--- config.mk ---
export PLATFORM = sky130hd
export DESIGN_NAME = decode_scoreboard
export DESIGN_NICKNAME = d
export VERILOG_FILES = /design/src/rtl/rv_pkg.sv /design/src/rtl/imm_gen.sv /design/src/rtl/decode_scoreboard.sv
export SDC_FILE = /design/constraint.sdc
export NUM_CORES = 1
export LEC_CHECK = 0
export ABC_AREA = 0
export CAP_MARGIN = 25
export CORE_ASPECT_RATIO = 0.75
export CORE_MARGIN = 10
export CORE_UTILIZATION = 52
export DETAILED_ROUTE_END_ITERATION = 7
export GPL_ROUTABILITY_DRIVEN = 0
export GPL_TIMING_DRIVEN = 0
export PLACE_DENSITY_LB_ADDON = 0.15
export SYNTH_ARGS = -nofsm -noshare
export SYNTH_HDL_FRONTEND = slang
export SYNTH_SLANG_ARGS = --single-unit
--- constraint.sdc ---
create_clock -name Clk -period 5.51 [get_ports Clk]
set_input_delay 1.653 -clock Clk [delete_from_list [all_inputs] [get_ports Clk]]
set_output_delay 1.653 -clock Clk [all_outputs]
set_load 0.01 [all_outputs]
--- src/rtl/rv_pkg.sv ---
// RV32I opcode constants, immediate formats and the decode bundle
// shared by the decode stage and its immediate generator.
package rv_pkg;

  localparam logic [6:0] OP     = 7'b0110011;
  localparam logic [6:0] OP_IMM = 7'b0010011;
  localparam logic [6:0] LOAD   = 7'b0000011;
  localparam logic [6:0] STORE  = 7'b0100011;
  localparam logic [6:0] BRANCH = 7'b1100011;
  localparam logic [6:0] JAL    = 7'b1101111;
  localparam logic [6:0] JALR   = 7'b1100111;
  localparam logic [6:0] LUI    = 7'b0110111;
  localparam logic [6:0] AUIPC  = 7'b0010111;

  typedef enum logic [2:0] {
    FMT_R,
    FMT_I,
    FMT_S,
    FMT_B,
    FMT_U,
    FMT_J
  } imm_fmt_t;

  typedef struct packed {
    logic     useA;
    logic     useB;
    logic     wrRd;
    logic     illegal;
    imm_fmt_t fmt;
  } dec_t;

  function automatic dec_t mkDec(
    logic     a,
    logic     b,
    logic     w,
    imm_fmt_t f
  );
    dec_t d;
    d.useA    = a;
    d.useB    = b;
    d.wrRd    = w;
    d.illegal = 1'b0;
    d.fmt     = f;
    return d;
  endfunction

endpackage

--- src/rtl/imm_gen.sv ---
// RV32I immediate former: picks and sign-extends the immediate
// field of an instruction word according to its format.
module imm_gen
  import rv_pkg::*;
(
  input  logic [31:7] instr,
  input  imm_fmt_t    fmt,
  output logic [31:0] imm
);

  always_comb begin
    imm = '0;
    unique case (fmt)
      FMT_I: imm = {{20{instr[31]}}, instr[31:20]};
      FMT_S: imm = {{20{instr[31]}}, instr[31:25],
                    instr[11:7]};
      FMT_B: imm = {{19{instr[31]}}, instr[31], instr[7],
                    instr[30:25], instr[11:8], 1'b0};
      FMT_U: imm = {instr[31:12], 12'b0};
      FMT_J: imm = {{11{instr[31]}}, instr[31],
                    instr[19:12], instr[20],
                    instr[30:21], 1'b0};
      default: imm = '0;
    endcase
  end

endmodule

--- src/rtl/decode_scoreboard.sv ---
// RV32I decode stage with a per-register busy scoreboard.
// Define DECODE_WB_BYPASS_EN to let a retiring register unblock issue.
module decode_scoreboard
  import rv_pkg::*;
#(
  parameter int dataWidth    = 32,
  parameter int AddressWidth = 5
) (
  input  logic                    Clk,
  input  logic                    reset,
  input  logic                    in_valid,
  output logic                    in_ready,
  input  logic [dataWidth-1:0]    in_instr,
  input  logic [dataWidth-1:0]    in_pc,
  input  logic                    flush,
  output logic [AddressWidth-1:0] RegA,
  output logic [AddressWidth-1:0] RegB,
  output logic                    out_valid,
  input  logic                    out_ready,
  output logic [dataWidth-1:0]    out_pc,
  output logic [dataWidth-1:0]    out_imm,
  output logic [6:0]              out_opcode,
  output logic [2:0]              out_funct3,
  output logic [6:0]              out_funct7,
  output logic [AddressWidth-1:0] out_rd,
  output logic                    out_rd_we,
  output logic                    out_illegal,
  input  logic                    wb_valid,
  input  logic [AddressWidth-1:0] wb_rd
);

  localparam int NumRegs = 2 ** AddressWidth;

  logic                    heldValid;
  logic [dataWidth-1:0]    heldInstr;
  logic [dataWidth-1:0]    heldPc;
  logic [NumRegs-1:0]      busy;
  logic [NumRegs-1:0]      busyEff;
  logic [NumRegs-1:0]      busyNext;
  logic [6:0]              opc;
  logic [AddressWidth-1:0] rs1;
  logic [AddressWidth-1:0] rs2;
  logic [AddressWidth-1:0] rd;
  dec_t                    dec;
  logic                    rdWe;
  logic                    hazard;
  logic                    fire;
  logic                    accept;

  assign opc = heldInstr[6:0];
  assign rd  = heldInstr[7 +: AddressWidth];
  assign rs1 = heldInstr[15 +: AddressWidth];
  assign rs2 = heldInstr[20 +: AddressWidth];

  always_comb begin
    dec         = '0;
    dec.illegal = 1'b1;
    unique case (1'b1)
      (opc == OP):     dec = mkDec(1'b1, 1'b1, 1'b1, FMT_R);
      (opc == OP_IMM): dec = mkDec(1'b1, 1'b0, 1'b1, FMT_I);
      (opc == LOAD):   dec = mkDec(1'b1, 1'b0, 1'b1, FMT_I);
      (opc == STORE):  dec = mkDec(1'b1, 1'b1, 1'b0, FMT_S);
      (opc == BRANCH): dec = mkDec(1'b1, 1'b1, 1'b0, FMT_B);
      (opc == JAL):    dec = mkDec(1'b0, 1'b0, 1'b1, FMT_J);
      (opc == JALR):   dec = mkDec(1'b1, 1'b0, 1'b1, FMT_I);
      (opc == LUI):    dec = mkDec(1'b0, 1'b0, 1'b1, FMT_U);
      (opc == AUIPC):  dec = mkDec(1'b0, 1'b0, 1'b1, FMT_U);
      default: ;
    endcase
  end

  assign rdWe = dec.wrRd & (rd != '0);

  // Bypass view: a register retiring this cycle no longer blocks.
  always_comb begin
    busyEff = busy;
`ifdef DECODE_WB_BYPASS_EN
    if (wb_valid) busyEff[wb_rd] = 1'b0;
`endif
  end

  assign hazard = (dec.useA & busyEff[rs1])
                | (dec.useB & busyEff[rs2])
                | (rdWe & busyEff[rd]);

  assign out_valid = heldValid & ~hazard & ~flush;
  assign fire      = out_valid & out_ready;
  assign in_ready  = ~heldValid | fire;
  assign accept    = in_valid & in_ready & ~flush;

  always_ff @(posedge Clk) begin
    if (reset) begin
      heldValid <= 1'b0;
      heldInstr <= '0;
      heldPc    <= '0;
    end else if (flush) begin
      heldValid <= 1'b0;
    end else if (accept) begin
      heldValid <= 1'b1;
      heldInstr <= in_instr;
      heldPc    <= in_pc;
    end else if (fire) begin
      heldValid <= 1'b0;
    end
  end

  // Set after clear so a same-edge issue to a retiring index wins.
  always_comb begin
    busyNext = busy;
    if (wb_valid) busyNext[wb_rd] = 1'b0;
    if (fire && rdWe) busyNext[rd] = 1'b1;
    busyNext[0] = 1'b0;
  end

  always_ff @(posedge Clk) begin
    if (reset) busy <= '0;
    else       busy <= busyNext;
  end

  assign RegA        = dec.useA ? rs1 : '0;
  assign RegB        = dec.useB ? rs2 : '0;
  assign out_pc      = heldPc;
  assign out_opcode  = opc;
  assign out_funct3  = heldInstr[14:12];
  assign out_funct7  = heldInstr[31:25];
  assign out_rd      = rd;
  assign out_rd_we   = rdWe;
  assign out_illegal = heldValid & dec.illegal;

  imm_gen uImm (
    .instr(heldInstr[31:7]),
    .fmt  (dec.fmt),
    .imm  (out_imm)
  );

endmodule

==> results of run 1 <==
[cell type report]
cell class / count / area (um^2) / share of cell area [%]
Inverter: 6 / 22.52 / 0.2742
Buffer: 64 / 446.7 / 5.438
Multi-Input combinational cell: 486 / 3562 / 43.37
Clock inverter: 5 / 86.33 / 1.051
Timing Repair Buffer: 176 / 1757 / 21.39
Tap cell: 140 / 175.2 / 2.133
Clock buffer: 11 / 242.7 / 2.955
Sequential cell: 96 / 1922 / 23.40
[per-layer routing]
| metal | vias up | global-route usage [%] | wire, um | part of all wire, % |
|---|---|---|---|---|
| li1 | 2612 | - | - | - |
| met1 | 2672 | 31.06 | 8352 | 41 |
| met2 | 335 | 38.36 | 9060 | 44 |
| met3 | 52 | 9.267 | 2634 | 13 |
| met4 | 0 | 6.585 | 476 | 2.3 |
| met5 | - | 0 | 0 | 0 |
[path summary, 6_finish.rpt]
| kind | endpoint | slack [ns] | depth (start not counted) |
|---|---|---|---|
| max reg2reg | busy[3] | 2.06 | 10 |
| min | out_pc[20] | 0.47 | 2 |
| max | out_valid | 0.39 | 9 |
| min reg2reg | out_pc[20] | 0.47 | 2 |
[through the flow]
step | area (um^2) | setup WS [ns]
2_1_floorplan | 5932 | 0.9677
3_3_place_gp | 7839 | -0.2271
3_5_place_dp | 7846 | -0.2555
4_1_cts | 8183 | 0.02606
5_1_grt | 8214 | 0.2205
6_report | 8214 | 0.3922
[where the power goes]
group	internal, uW	leakage (uW)	switching [uW]
clock network	415	0.000161	284
logic	178	0.00217	134
registers	720	0.000781	25.8
total	1310	0.00311	444
[state kept, by name, indices dropped and copies added, names as in the netlist]
register / cells
busy: 31
heldInstr: 32
heldValid: 1
out_pc: 32
[critical path, delay by kind of cell, from the launching register on]
kind / cells / cell delay (ns)
AOI/OAI and AO/OA: 4 / 0.82
DFF: 1 / 0.34
buffers and inverters: 4 / 1.55
muxes: 1 / 0.41
[cell usage in the layout (no fill, tap or decap), types with 5 or more instances in the layout]
cell type          n
a21o_1            23
and2_1            19
buf_12             7
buf_4             25
clkbuf_1          31
clkbuf_16          9
clkdlybuf4s50_1  172
dfxtp_1           96
inv_1              6
mux2_2             8
mux2i_1           74
mux4_2            12
nand2_1           44
nand2b_1         131
nand3_1            9
nand3b_1          22
nor2_1             9
nor2b_1           25
nor3b_1            5
o21ai_0           55
[cell families after synthesis]
family                 Yosys count  share of synthesized area (%)
AND/OR/NAND/NOR                282                          28.03
AO/OA/AOI/OAI                  105                          11.16
flip-flops                      96                          32.40
multiplexers                    99                          20.52
buffers and inverters           70                          7.888
[what timing repair did]
| item | CTS | global route |
|---|---|---|
| pin swaps | 1 | 1 |
| gates resized for setup | 0 | 8 |
| setup buffers | 1 | 1 |
| endpoints found under the setup margin | 2 | 2 |
| cloned | 0 | 0 |
==> results.json, run 1 <==
{
  "synth_cells": 652,
  "slew_headroom_pct": 47.12,
  "numCtsBuffers": 9,
  "clockBufferDepth": 2,
  "fmax_mhz": 195.4,
  "grt_max_degree": 17,
  "synth_top_area_cell": "dfxtp_1",
  "synth.net_count": 727,
  "place_inst": 966,
  "antenna_found_initial": 0,
  "ant_nets": 0,
  "cts-root-buf": "clkbuf_16",
  "maxCapViolCount": 0,
  "holdWs_ns": 0.4703,
  "synth_cell_types": 50,
  "status": "complete, no violations",
  "crit_path_start": "heldInstr[8]",
  "core_area_um2": 11020,
  "clk_latency_ns": 0.35,
  "period_minus_slack_ns": 5.118,
  "synth.top_cell.area_share_pct": 32.40,
  "path_class": "flop to output port",
  "arrival_ns": 3.46,
  "worst_ep_required_time_ns": 3.86,
  "boundaryPins": 175,
  "rsz0062_at_grt": "false",
  "ys.warnings.count": 0,
  "drt_iter0_markers": 518,
  "synthArstFlopShare_pct": 0,
  "yosysSeqAreaShare_pct": 32.40,
  "dpl.hpwl_mm": 15.94,
  "fin_crit_sh_pct": 92.88,
  "cts.sinks": 96,
  "worstPathMaxFanout": 10,
  "ys.flop_type": "dfxtp_1",
  "finalPower_uw": 1757,
  "path_cells": "clkbuf_2 -> clkbuf_1 -> mux2_2 -> o221ai_1 -> a21oi_1 -> a21o_1 -> a211oi_2 -> buf_4 -> clkdlybuf4s50_1",
  "antenna_cells": 0,
  "max_stage_delay_ns": 0.54,
  "grt_pass1_wl_mm": 31.68,
  "via_count": 5671,
  "num_rows": 33,
  "area_delta_synth_final_pct": 38.47,
  "firstDrtPassIters": 6,
  "final_util_pct": 74.51,
  "final_nets": 914,
  "grt_overflow": 0,
  "setup_tns_ns": 0,
  "synth_edf_count": 0,
  "setup_viol": 0,
  "drt_wl_total_mm": 20.52,
  "worstHoldStart": "out_pc[20]",
  "finalHoldViolCount": 0,
  "powerDensity_nw_per_um2": 213.9,
  "dieArea_um2": 16120,
  "wl_per_cell_um": 20.86,
  "maxSlewViolCount": 0,
  "htree_levels": 3,
  "via_per_inst": 5.763,
  "hp-class": "flop to flop",
  "start_kind": "flop",
  "synth_common_cells": "nand2b_1 (132), dfxtp_1 (96), mux2i_1 (74)",
  "worstMarginPinSlew_ns": 0.7932,
  "portBuffers": 173,
  "leakagePower_uw": 0.003110,
  "cts_tree": "yes",
  "track_usage_pct": 24.52,
  "drc_errors": 0,
  "vdd_drop_max_mv": 0.1758,
  "cts_hold_buf": 0,
  "chipWidth_um": 143.3,
  "grt_pass1_vias": 5756,
  "worstReg2RegStart": "heldInstr[8]",
  "syn_avg_cell_area_um2": 9.098,
  "synth_area_leaders": "dfxtp_1 (32%), nand2b_1 (14%), mux2i_1 (12%)",
  "fillers": 810,
  "syn_area_um2": 5932,
  "critPathCaptureType": "output port",
  "path_clk_slew_ns": 0.07,
  "skew_ns": 0.008561,
  "ys_ff_latch": 96,
  "dieHeight_um": 112.5,
  "cp_slowest_cell": "clkbuf_1",
  "drive_above_1_share_pct": 9.360,
  "yosys.cell_count.top_type": "nand2b_1",
  "final-instance-count-excl-fill": 984,
  "initial_core_util_pct": 53.81
}
(Power assumes the default switching activity.)
==> run 2, diff against run 1 <==
--- a/config.mk
+++ b/config.mk
@@ -9,11 +9,12 @@
 export CAP_MARGIN = 25
 export CORE_ASPECT_RATIO = 0.75
 export CORE_MARGIN = 10
-export CORE_UTILIZATION = 52
+export CORE_UTILIZATION = 53
 export DETAILED_ROUTE_END_ITERATION = 7
 export GPL_ROUTABILITY_DRIVEN = 0
 export GPL_TIMING_DRIVEN = 0
 export PLACE_DENSITY_LB_ADDON = 0.15
 export SYNTH_ARGS = -nofsm -noshare
 export SYNTH_HDL_FRONTEND = slang
+export SYNTH_HIERARCHICAL = 1
 export SYNTH_SLANG_ARGS = --single-unit
==> run 2 against run 1 <==
Combinational power down 4%. Clock-buffer cell count fell by 1. Wire length fell by 0.47%. Fmax fell by 3.4%. Sequential share of layout area decreased by 0.61 points. Non-clock buffer count did not move. Largest power group unchanged. Sequential power is essentially flat. Worst setup slack worse by 0.18 ns. Critical endpoint unchanged. Global-route usage shrank 0.48 points. Worst hold slack better by 0.011 ns. Final cell count increased by 3.7%.
==> results.json, run 2 <==
{
  "num_rows": 34,
  "skew_ns": 0.009129,
  "ant_nets": 0,
  "finalInstanceArea_um2": 8436,
  "powerDensity_nw_per_um2": 200.5,
  "synth_area_leaders": "dfxtp_1 (31%), mux2i_1 (12%), nand2b_1 (8.1%)",
  "numCtsBuffers": 9,
  "cts_tree": "yes",
  "vdd_drop_max_mv": 0.1886,
  "place_area_um2": 8128,
  "chipWidth_um": 144.8,
  "htree_levels": 3,
  "path_clk_slew_ns": 0.06,
  "cts-root-buf": "clkbuf_16",
  "setup_viol": 0,
  "synth_common_cells": "dfxtp_1 (96), nand2b_1 (80), mux2i_1 (72)",
  "antenna_cells": 0,
  "post-place-ws_ns": -0.02902,
  "synth_edf_count": 0,
  "layout_common_cells": "clkdlybuf4s50_1 (172), dfxtp_1 (96), nand2b_1 (80)",
  "synth.net_count": 744,
  "drive_above_1_share_pct": 16.78,
  "clk_latency_ns": 0.35,
  "status": "complete, no violations",
  "drt_wl_total_mm": 20.43,
  "grt_pass1_wl_mm": 31.57,
  "synth.top_cell.area_share_pct": 31.03,
  "yosys.area_share.simple_pct": 30.63,
  "maxSlewViolCount": 0,
  "cts.sinks": 96,
  "fin_crit_sh_pct": 96.19,
  "antenna_found_initial": 0,
  "arrival_ns": 3.65,
  "firstDrtPassIters": 5,
  "dieHeight_um": 113.6,
  "fillers": 869,
  "clockBufferDepth": 2,
  "rsz0062_at_grt": "false",
  "worst_ep_required_time_ns": 3.86,
  "final_nets": 929,
  "synth_cells": 669,
  "ys.warnings.count": 6,
  "yosysSeqAreaShare_pct": 31.03,
  "wl_per_cell_um": 20.03,
  "maxCapViolCount": 0,
  "worstMarginPinSlew_ns": 0.9212,
  "critPathCaptureType": "output port",
  "grt_overflow": 0,
  "synthXorXnorAreaFrac_pct": 0,
  "final_util_pct": 73.17,
  "dieArea_um2": 16450,
  "start_kind": "primary input",
  "hp-class": "flop to flop",
  "yosys.cell_count.top_type": "dfxtp_1",
  "boundaryPins": 175,
  "post_cts_buffers": 0,
  "leakagePower_uw": 0.003126,
  "ys.flop_type": "dfxtp_1",
  "synth_top_area_cell": "dfxtp_1",
  "syn_avg_cell_area_um2": 9.258,
  "synth_compound_area_share_pct": 11.35,
  "drt_iter0_markers": 528,
  "slew_headroom_pct": 38.02,
  "area_delta_synth_final_pct": 36.20,
  "holdWs_ns": 0.4809,
  "core_area_um2": 11530,
  "finalHoldViolCount": 0,
  "synthArstFlopShare_pct": 0,
  "setup_ws_ns": 0.2098,
  "synth_cell_types": 67,
  "drc_errors": 0,
  "final_common_cell": "clkdlybuf4s50_1",
  "via_per_inst": 5.631,
  "worstPathMaxFanout": 3,
  "ys_ff_latch": 96,
  "synthMuxAreaShare_pct": 18.55,
  "track_usage_pct": 24.04,
  "period_minus_slack_ns": 5.300,
  "grt_pass1_vias": 5738,
  "syn_area_um2": 6193,
  "grt_max_degree": 16,
  "initial_core_util_pct": 53.72,
  "path_class": "primary input to output port",
  "synth_top_family_by_area": "simple AND/OR/NAND/NOR gates",
  "via_count": 5744,
  "fmax_mhz": 188.7,
  "dpl.hpwl_mm": 15.97,
  "synthAdderAreaFrac_pct": 0,
  "portBuffers": 173
}
## run 2: cell types whose count changed after synthesis, moves of 6 or more
cell,before,now
nand2b_1,132,80
or2b_2,0,42
a21o_1,23,10
or2b_1,0,10
clkbuf_1,31,22
o21ai_1,1,9
nand2_1,44,38
## run 2: worst paths after layout
check,cells after the start,from,slack [ns],endpoint
worst min register to register,2,out_pc[4],0.48,out_pc[4]
worst min-delay path,2,out_pc[4],0.48,out_pc[4]
worst max-delay path,6,flush,0.21,out_valid
worst max register to register,8,heldInstr[20],1.91,busy[21]
## run 2: kinds of logic (layout without fill, tap and decap cells)
family	count (synthesis)	after routing
buffers and inverters	72	261
muxes	98	98
AOI/OAI and AO/OA	112	112
DFF	96	96
and+or+nand+nor	291	291
## run 2: what timing repair did
action                     CTS  global route
gates resized for setup      1             1
pin swaps                    0             0
gates cloned                 0             0
hold buffers                 0             0
setup endpoints to repair    1             1
## run 2: area by class of cell
type / count / area (um^2) / share of cell area (%)
tap: 162 / 202.7 / 2.403
inverter: 6 / 22.52 / 0.2670
timing repair buffer: 174 / 1739 / 20.62
clock buffer: 10 / 239.0 / 2.833
sequential: 96 / 1922 / 22.78
buffer: 66 / 500.5 / 5.933
multi-input combinational: 501 / 3754 / 44.50
clock inverter: 5 / 56.30 / 0.6675
## run 2: power by group
group	switching (uW)	total [uW]	internal (uW)
clock network	281	644	362
logic	124	301	177
registers	27.1	746	719
## run 2: metal layers
| layer | routed length, um | global-route usage (%) | vias up | part of all wire (%) |
|---|---|---|---|---|
| li1 | - | - | 2684 | - |
| met1 | 8401 | 30.73 | 2701 | 41 |
| met2 | 9223 | 38.31 | 330 | 45 |
| met3 | 2529 | 7.890 | 29 | 12 |
| met4 | 272 | 5.981 | 0 | 1.3 |
| met5 | 0 | 0 | - | 0 |
## run 2: critical path, stage by stage
cell and delay, ns:
clkdlybuf4s50_1 0.43, and2b_2 0.24, o21ai_2 0.06, or4_4 0.57, nor2_1 0.12, clkdlybuf4s50_1 0.57
## run 2: metrics by stage
step	total power (uW)	instances	TNS, ns
2_1_floorplan	917.5	669	0
5_1_grt	1743	1020	0
3_5_place_dp	1060	1004	-0.02902
3_3_place_gp	1049	1004	0
4_1_cts	1695	1019	0
6_report	1691	1020	0
==> run 3, diff against run 2 <==
--- a/config.mk
+++ b/config.mk
@@ -12,8 +12,9 @@
 export CORE_UTILIZATION = 53
 export DETAILED_ROUTE_END_ITERATION = 7
 export GPL_ROUTABILITY_DRIVEN = 0
-export GPL_TIMING_DRIVEN = 0
+export MAX_ROUTING_LAYER = met4
 export PLACE_DENSITY_LB_ADDON = 0.15
+export RECOVER_POWER = 50
 export SYNTH_ARGS = -nofsm -noshare
 export SYNTH_HDL_FRONTEND = slang
 export SYNTH_HIERARCHICAL = 1
==> run 3 against run 2 <==
The run now ends with capacitance limit, slew limit left. Total power decreased by 1.2%. Global-route usage decreased by 1.4 points. First-iteration DRC count decreased by 11%. Clock-buffer cell count decreased by 1. Sequential share of layout area increased by 1.3 points. Combinational power decreased by 17%. Non-clock buffer count decreased by 60. Clock skew increased by 0.0023 ns. Core utilization decreased by 3.8 points. Worst setup slack got worse by 0.067 ns. Critical path type unchanged.
==> results.json, run 3 (synthesis results as in run 2) <==
{
  "start_kind": "primary input",
  "hp-class": "flop to flop",
  "ant_nets": 0,
  "grt_overflow": 0,
  "setup_tns_ns": 0,
  "wl_per_cell_um": 19.66,
  "track_usage_pct": 22.69,
  "crit_top_cell": "clkdlybuf4s50_1",
  "core_area_um2": 11530,
  "portBuffers": 174,
  "drc_errors": 0,
  "min_path_cells": 2,
  "worstMarginPinSlew_ns": 2.175,
  "final_nets": 869,
  "fmax_mhz": 186.3,
  "cts.sinks": 96,
  "path_clk_slew_ns": 0.07,
  "cts-root-buf": "clkbuf_16",
  "post_cts_buffers": 0,
  "grt_pass1_vias": 5299,
  "initial_core_util_pct": 53.72,
  "drt_wl_total_mm": 18.90,
  "via_count": 5469,
  "via_per_inst": 5.691,
  "drt_iter0_markers": 468,
  "rsz0062_at_grt": "false",
  "layout_common_cells": "clkdlybuf4s50_1 (109), dfxtp_1 (96), nand2b_1 (80)",
  "antenna_cells": 0,
  "area_delta_synth_final_pct": 29.07,
  "num_rows": 34,
  "boundaryPins": 175,
  "drive_above_1_share_pct": 13.14,
  "dpl.hpwl_mm": 13.91,
  "path_cells": "clkdlybuf4s50_1 -> and2b_2 -> o21ai_2 -> or4_4 -> clkbuf_1 -> nor2_1 -> clkdlybuf4s50_1",
  "vdd_drop_max_mv": 0.1608,
  "status": "finished, violations left",
  "finalInstanceArea_um2": 7994,
  "htree_levels": 3,
  "path_class": "primary input to output port",
  "worst_ep_required_time_ns": 3.86,
  "worstPathMaxFanout": 3,
  "cp_slowest_cell": "or4_4",
  "clk_latency_ns": 0.35,
  "maxCapViolCount": 1,
  "fin_crit_sh_pct": 97.40,
  "dieArea_um2": 16450,
  "grt_pass1_wl_mm": 29.06,
  "slew_headroom_pct": -45.03,
  "place_area_um2": 7704,
  "numCtsBuffers": 9,
  "cts_tree": "yes",
  "firstDrtPassIters": 7,
  "period_minus_slack_ns": 5.367,
  "critPathCaptureType": "output port",
  "leakagePower_uw": 0.003068,
  "final_common_cell": "clkdlybuf4s50_1",
  "skew_ns": 0.01138,
  "reg2reg_depth": 9,
  "arrival_ns": 3.71,
  "powerDensity_nw_per_um2": 209.0,
  "max_stage_delay_ns": 0.55,
  "chipWidth_um": 144.8,
  "setup_viol": 0,
  "violations": "capacitance limit, slew limit",
  "dieHeight_um": 113.6,
  "finalHoldViolCount": 0,
  "maxSlewViolCount": 65,
  "clockBufferDepth": 2,
  "grt_max_degree": 117,
  "antenna_found_initial": 0
}
## run 3: per-stage QoR
stage                     total power, uW  instances  hold WS (ns)  worst slack (ns)  util [%]
after floorplan                     917.5        669        0.4627             1.017         -
after global placement               1015        945        0.4572           0.09299     66.82
after detailed placement             1024        945        0.4639           0.01388     66.82
after CTS                            1683        961        0.4813            0.1378     69.51
after global routing                 1726        961        0.4893           0.05851     69.34
final                                1671        961        0.4744            0.1431     69.34
## run 3: final cells by class
type                       instances  area [um^2]
tap                              162        202.7
clock inverter                     7        86.33
sequential                        96         1922
inverter                           6        22.52
multi-input combinational        501         3759
timing repair buffer             180         1777
clock buffer                       9        225.2
fill                             896         3535
## run 3: timing repair
action                     in CTS  in global routing
resized for setup               1                  0
hold buffers                    0                  0
setup endpoints to repair       1                  0
## run 3: path summary, 6_finish.rpt
| kind | slack (ns) | end | start |
|---|---|---|---|
| setup / recovery | 0.14 | out_valid | flush |
| setup reg to reg | 0.70 | out_pc[7] | heldInstr[17] |
| hold / removal | 0.47 | out_pc[25] | out_pc[25] |
| hold reg to reg | 0.47 | out_pc[25] | out_pc[25] |
## run 3: layer usage
layer  wire length [um]  global-route usage [%]
met1               8005                   28.84
met2               8357                   34.34
met3               2223                   7.060
met4                311                   5.780
met5                  0                       -
## run 3: critical path: cells and delay by family
family / cells / cell delay [ns]
buffers and inverters: 3 / 1.14
AO/OA/AOI/OAI: 1 / 0.06
AND/OR/NAND/NOR: 3 / 0.87
## run 3: where the power goes
part | internal, uW | switching [uW] | leakage [uW]
sequential | 719 | 34.9 | 0.000781
clock | 362 | 304 | 0.000150
combinational | 149 | 102 | 0.00214
total | 1230 | 441 | 0.00307
